[config.mk]
export PLATFORM = sky130hd
export DESIGN_NAME = fwd_scoreboard
export DESIGN_NICKNAME = d
export VERILOG_FILES = /design/src/rtl/fwd_scoreboard.sv
export SDC_FILE = /design/constraint.sdc
export NUM_CORES = 1
export LEC_CHECK = 0
export ABC_AREA = 1
export CAP_MARGIN = 20
export CORE_MARGIN = 2
export CORE_UTILIZATION = 30
export CTS_CLUSTER_SIZE = 16
export DETAILED_ROUTE_END_ITERATION = 7
export RECOVER_POWER = 25
export SKIP_LAST_GASP = 1
export SYNTH_ARGS = -nofsm -noshare
export SYNTH_HDL_FRONTEND = slang
export SYNTH_SLANG_ARGS = --single-unit
[constraint.sdc]
create_clock -name clk -period 1.85 [get_ports clk]
set_input_delay 0.37 -clock clk [delete_from_list [all_inputs] [get_ports clk]]
set_output_delay 0.37 -clock clk [all_outputs]
set_load 0.02 [all_outputs]
[src/rtl/fwd_scoreboard.sv]
// Scoreboard-based hazard and forwarding unit for the in-order MIPS32 pipeline.
// Tracks DEPTH in-flight producers and picks the youngest forwarding source.
module fwd_scoreboard #(
  parameter int XLEN        = 32,
  parameter int RADDR       = 5,
  parameter int DEPTH       = 3,
  parameter int LOAD_AVAIL  = 1,
  parameter int FLUSH_DEPTH = 1
) (
  input  logic                  clk,
  input  logic                  rst,
  input  logic                  issue_valid,
  input  logic                  issue_we,
  input  logic [RADDR-1:0]      issue_rd,
  input  logic                  issue_load,
  input  logic [RADDR-1:0]      rs_addr,
  input  logic [RADDR-1:0]      rt_addr,
  input  logic                  rs_used,
  input  logic                  rt_used,
  input  logic [DEPTH*XLEN-1:0] slot_data,
  input  logic                  flush,
  output logic                  stall,
  output logic                  fwd_a_en,
  output logic                  fwd_b_en,
  output logic [XLEN-1:0]       fwd_a,
  output logic [XLEN-1:0]       fwd_b,
  output logic [31:0]           stall_count,
  output logic [31:0]           flush_count
);

  logic [DEPTH-1:0]       v_q, v_d;
  logic [DEPTH-1:0]       we_q, we_d;
  logic [DEPTH-1:0]       ld_q, ld_d;
  logic [DEPTH*RADDR-1:0] rd_q, rd_d;
  logic [31:0]            stall_count_q, stall_count_d;
  logic [31:0]            flush_count_q, flush_count_d;
  logic                   haz_a, haz_b;

  // Returns {hazard, forward_enable, forward_value} for one operand.
  function automatic logic [XLEN+1:0] resolve(
    input logic [RADDR-1:0]      a,
    input logic                  u,
    input logic [DEPTH-1:0]      v,
    input logic [DEPTH-1:0]      we,
    input logic [DEPTH-1:0]      ld,
    input logic [DEPTH*RADDR-1:0] rd,
    input logic [DEPTH*XLEN-1:0] data
  );
    logic hit;
    hit = 1'b0;
    resolve = '0;
    for (int i = 0; i < DEPTH; i++) begin
      if (!hit && u && a != '0 && v[i] && we[i]
          && rd[i*RADDR +: RADDR] == a) begin
        hit = 1'b1;
        if (ld[i] && i < LOAD_AVAIL) resolve[XLEN+1] = 1'b1;
        else resolve = {2'b01, data[i*XLEN +: XLEN]};
      end
    end
  endfunction

  always_comb begin
    {haz_a, fwd_a_en, fwd_a} = resolve(rs_addr, rs_used, v_q, we_q,
                                       ld_q, rd_q, slot_data);
    {haz_b, fwd_b_en, fwd_b} = resolve(rt_addr, rt_used, v_q, we_q,
                                       ld_q, rd_q, slot_data);
    stall = (haz_a | haz_b) & issue_valid & ~flush;
  end

  always_comb begin
    v_d  = '0;
    we_d = '0;
    ld_d = '0;
    rd_d = '0;
    v_d[0]           = issue_valid & ~stall & ~flush;
    we_d[0]          = issue_we;
    ld_d[0]          = issue_load;
    rd_d[RADDR-1:0]  = issue_rd;
    // Flush kills the youngest FLUSH_DEPTH slots; older work keeps draining.
    for (int i = 1; i < DEPTH; i++) begin
      v_d[i]                 = v_q[i-1] & ~(flush && i < FLUSH_DEPTH);
      we_d[i]                = we_q[i-1];
      ld_d[i]                = ld_q[i-1];
      rd_d[i*RADDR +: RADDR] = rd_q[(i-1)*RADDR +: RADDR];
    end
    stall_count_d = stall_count_q;
    flush_count_d = flush_count_q;
    if (stall && stall_count_q != '1) stall_count_d = stall_count_q + 32'd1;
    if (flush && flush_count_q != '1) flush_count_d = flush_count_q + 32'd1;
  end

  always_ff @(posedge clk) begin
    if (rst) begin
      v_q           <= '0;
      we_q          <= '0;
      ld_q          <= '0;
      rd_q          <= '0;
      stall_count_q <= '0;
      flush_count_q <= '0;
    end else begin
      v_q           <= v_d;
      we_q          <= we_d;
      ld_q          <= ld_d;
      rd_q          <= rd_d;
      stall_count_q <= stall_count_d;
      flush_count_q <= flush_count_d;
    end
  end

  assign stall_count = stall_count_q;
  assign flush_count = flush_count_q;

endmodule

==> flow_summary.ini <==
[status]
outcome = complete, but fails checks
failed_checks = capacitance limit, slew limit, setup timing

[floorplanning]
initial_util_pct = 30.3
fp-row-count = 58
floorplan.die.width_um = 163
floorplan.core_area_sq_um = 25000
die_height_um = 163
ports = 250
area_of_the_die_sq_um = 26600

[synthesis]
synth.yosys.seq_area_share_pct = 22.7
synth_largest_area_cell = nand2_1
mappedNetlistNets = 1500
syn_area_sq_um = 7580
synth_cells = 1379
avgSynthCellArea_sq_um = 5.50
area_contributors_post_synth = nand2_1, dfxtp_1, inv_1
yosys_warnings = 0
yosys.cell_types.count = 33
synthDominantCellAreaShare_pct = 24.0
ys_seq_elements = 86

[timing]
max_slew_margin_pct = -7.55
worst_slew_pin_slew_ns = 1.61
summed_negative_setup_slack_over_all_endpoints_ns = -38.15
maxSlewViolCount = 72
setup_clock_skew_after_layout_ns = 0.0163
rsz0062_at_grt = yes
hold_viol = 0
clock.fmax_ghz = 0.409
timing.final.ws_setup_ns = -0.594
finalCritPeriodShare_pct = 132
final.hold.worst_slack_ns = 0.492
timing.final.crit_period_ns = 2.44
finalSetupViolCount = 98

[power_and_ir_drop]
total_leakage_power_nw = 6.16
pwr_density_cell_nw_per_um2 = 359
peakVddDrop_mv = 0.474

[final_layout]
finalCoreUtilization_pct = 51.2
leading_cell_types_in_the_layout_fill_and_taps_excluded = nand2_1, nor2_1, inv_1
finish.net_count = 1824
drive_above_1_share_pct = 25.5
stdcell_count = 2038
area_growth_syn_to_layout_pct = 68.9
layout_commonest_cell = nand2_1

[worst_setup_path]
rrSetupSlack_ns = -0.07
critical_path.n_buffers_inverters = 5
max_stage_delay_ns = 0.34
cp_max_fo = 16
criticalPathCategory = input port to output pin
crit_slowest_cell = dlygate4sd2_1
r2r-end = stall_count[16]$_SDFFE_PP0P_
cp.required_ns = 1.48
crit-reg2reg-launch = rd_q[3]$_SDFF_PP0_
critical_path.endpoint_type = output pin
start_kind = input port
dominant_delay_contributor_by_cell_family_on_the_critical_path = buffers and inverters
worst-r2r-cell-count = 13
most_used_cell_cp = nand2_1
worst-endpoint-arrival_ns = 2.07
critical_path.cell_chain = dlygate4sd2_1, o22ai_1, nor2_1, nand2_1, nor2_4, buf_12, buf_16, nand4_1, nand3_2, nand2_1, inv_1, buf_6

[route]
drt-total-wl_um = 33100
routedWlPerCell_um = 16.2
routed-via-count = 10200
initialDrtViolationCount = 825
remaining_routing_drc_violations = 0
dr.pass1.iters = 5
postRouteAntennaNets = 0
post_drt_via_cell_ratio = 4.98

[grt]
globalRouteOverflowTotal = 0
grt_pass1_wl_um = 48900
grt_pass1_vias = 9330
antenna_found_initial = 1
grtUsageTotal_pct = 23.1
grt_start_max_net_pins = 72

[placed_design]
placedCellCount = 1991
place.gp.congestion = 0.926
place_hpwl_um = 22500
preCtsSetupSlack_ns = -1.39
numPortBuffers = 249

[min_path]
min_to = flush_count[31]$_SDFFE_PP0P_
holdPathStages = 2
hp-start = flush_count[31]$_SDFFE_PP0P_
min-delay-path-class = flip-flop to flip-flop

[flow_run]
drv_cap = 1

[clock_tree]
max-clock-path-buffers = 2
clock_slew_at_reported_path_ffs_ns = 0.07
cts_buffers = 9
clock_tree.root_cell = clkbuf_16
clk_latency_ns = 0.36
cts_num_sinks = 86
hold_buffers = 0
cts_tree = done
cts_htree_levels = 3
-- flip-flops by register name, summed over array words and instances (netlist names) --
signal,cells
v_q,3
we_q,3
ld_q,1
rd_q,15
stall_count,32
flush_count,32
-- what timing repair did --
action / CTS / global route
setup buffers: 13 / 7
pin swaps: 40 / 64
cloned: 6 / 12
setup endpoints to repair: 113 / 141
resized for setup: 480 / 211
-- synthesized netlist by cell type --
library cell,n
nand2_1,484
inv_1,181
nor2_1,171
nand3_1,112
dfxtp_1,86
nand4_1,86
a21oi_1,64
clkbuf_1,29
xor2_1,22
inv_2,17
nor3_1,17
nand3b_1,15
xnor2_1,15
buf_2,13
buf_6,12
nor2_2,11
buf_4,10
o21ai_0,9
nand2_2,4
nand3_4,3
buf_1,2
ha_1,2
nand2_4,2
nor3_2,2
o211ai_1,2
a21boi_0,1
nor3b_1,1
nor4_1,1
o21ai_1,1
o21bai_1,1
o221ai_1,1
o22ai_1,1
or2_0,1
-- how the worst max path moves through the flow --
stage	start	to	slack, ns	cells after the start
after floorplan	rs_addr[4]	fwd_a[0]	0.005	13
after global placement	rs_addr[3]	fwd_a[21]	-1.41	12
after detailed placement	rt_addr[3]	fwd_b[18]	-1.39	11
after CTS	rd_q[3]$_SDFF_PP0_	fwd_b[19]	-0.66	15
after global routing	rd_q[8]$_SDFF_PP0_	fwd_b[3]	-0.71	13
final	rt_addr[2]	fwd_b[24]	-0.59	12
-- per-stage QoR --
step	total power, W	area [sq um]
after floorplan	0.00219	7590
after global placement	0.00265	11100
after detailed placement	0.00265	11100
after CTS	0.00462	12000
after global routing	0.00479	12800
final	0.00460	12800
-- routing by layer --
layer / GRT usage (%) / part of all wire (%) / vias to the layer above
met3: 3.57 / 7.2 / 89
li1: - / - / 4993
met2: 37.5 / 46 / 460
met5: 0 / 0 / -
met1: 30.6 / 43 / 4613
met4: 9.13 / 4.1 / 0
-- cells by family after synthesis --
group | Yosys count | synth area share (%)
and+or+nand+nor | 910 | 52.3
buffers and inverters | 264 | 15.0
DFF | 86 | 22.7
AOI/OAI and AO/OA | 80 | 5.48
xor gates and xnor gates | 37 | 4.27
adders and majority gates | 2 | 0.330
-- final cells by class --
class | instances | area (sq um)
Clock buffer | 11 | 253
Clock inverter | 4 | 52.6
Fill cell | 2510 | 12200
Sequential cell | 86 | 1740
Inverter | 198 | 763
Antenna cell | 1 | 2.50
Timing Repair Buffer | 379 | 4070
Multi-Input combinational cell | 1029 | 5520
Tap cell | 330 | 413
-- report_power, final --
| group | internal, W | switching, W | total [W] | leakage, nW |
|---|---|---|---|---|
| logic | 0.000389 | 0.000387 | 0.000776 | 5.30 |
| registers | 0.00188 | 0.0000203 | 0.00190 | 0.702 |
| clock network | 0.00112 | 0.000802 | 0.00192 | 0.152 |
| total | 0.00339 | 0.00121 | 0.00460 | 6.16 |
-- tightest hold or removal path: stages (launching register included) --
cell and delay, ns:
dfxtp_1 0.32, nand2_1 0.07, a21oi_1 0.06
Note: power is estimated with default switching activity, not from simulation.
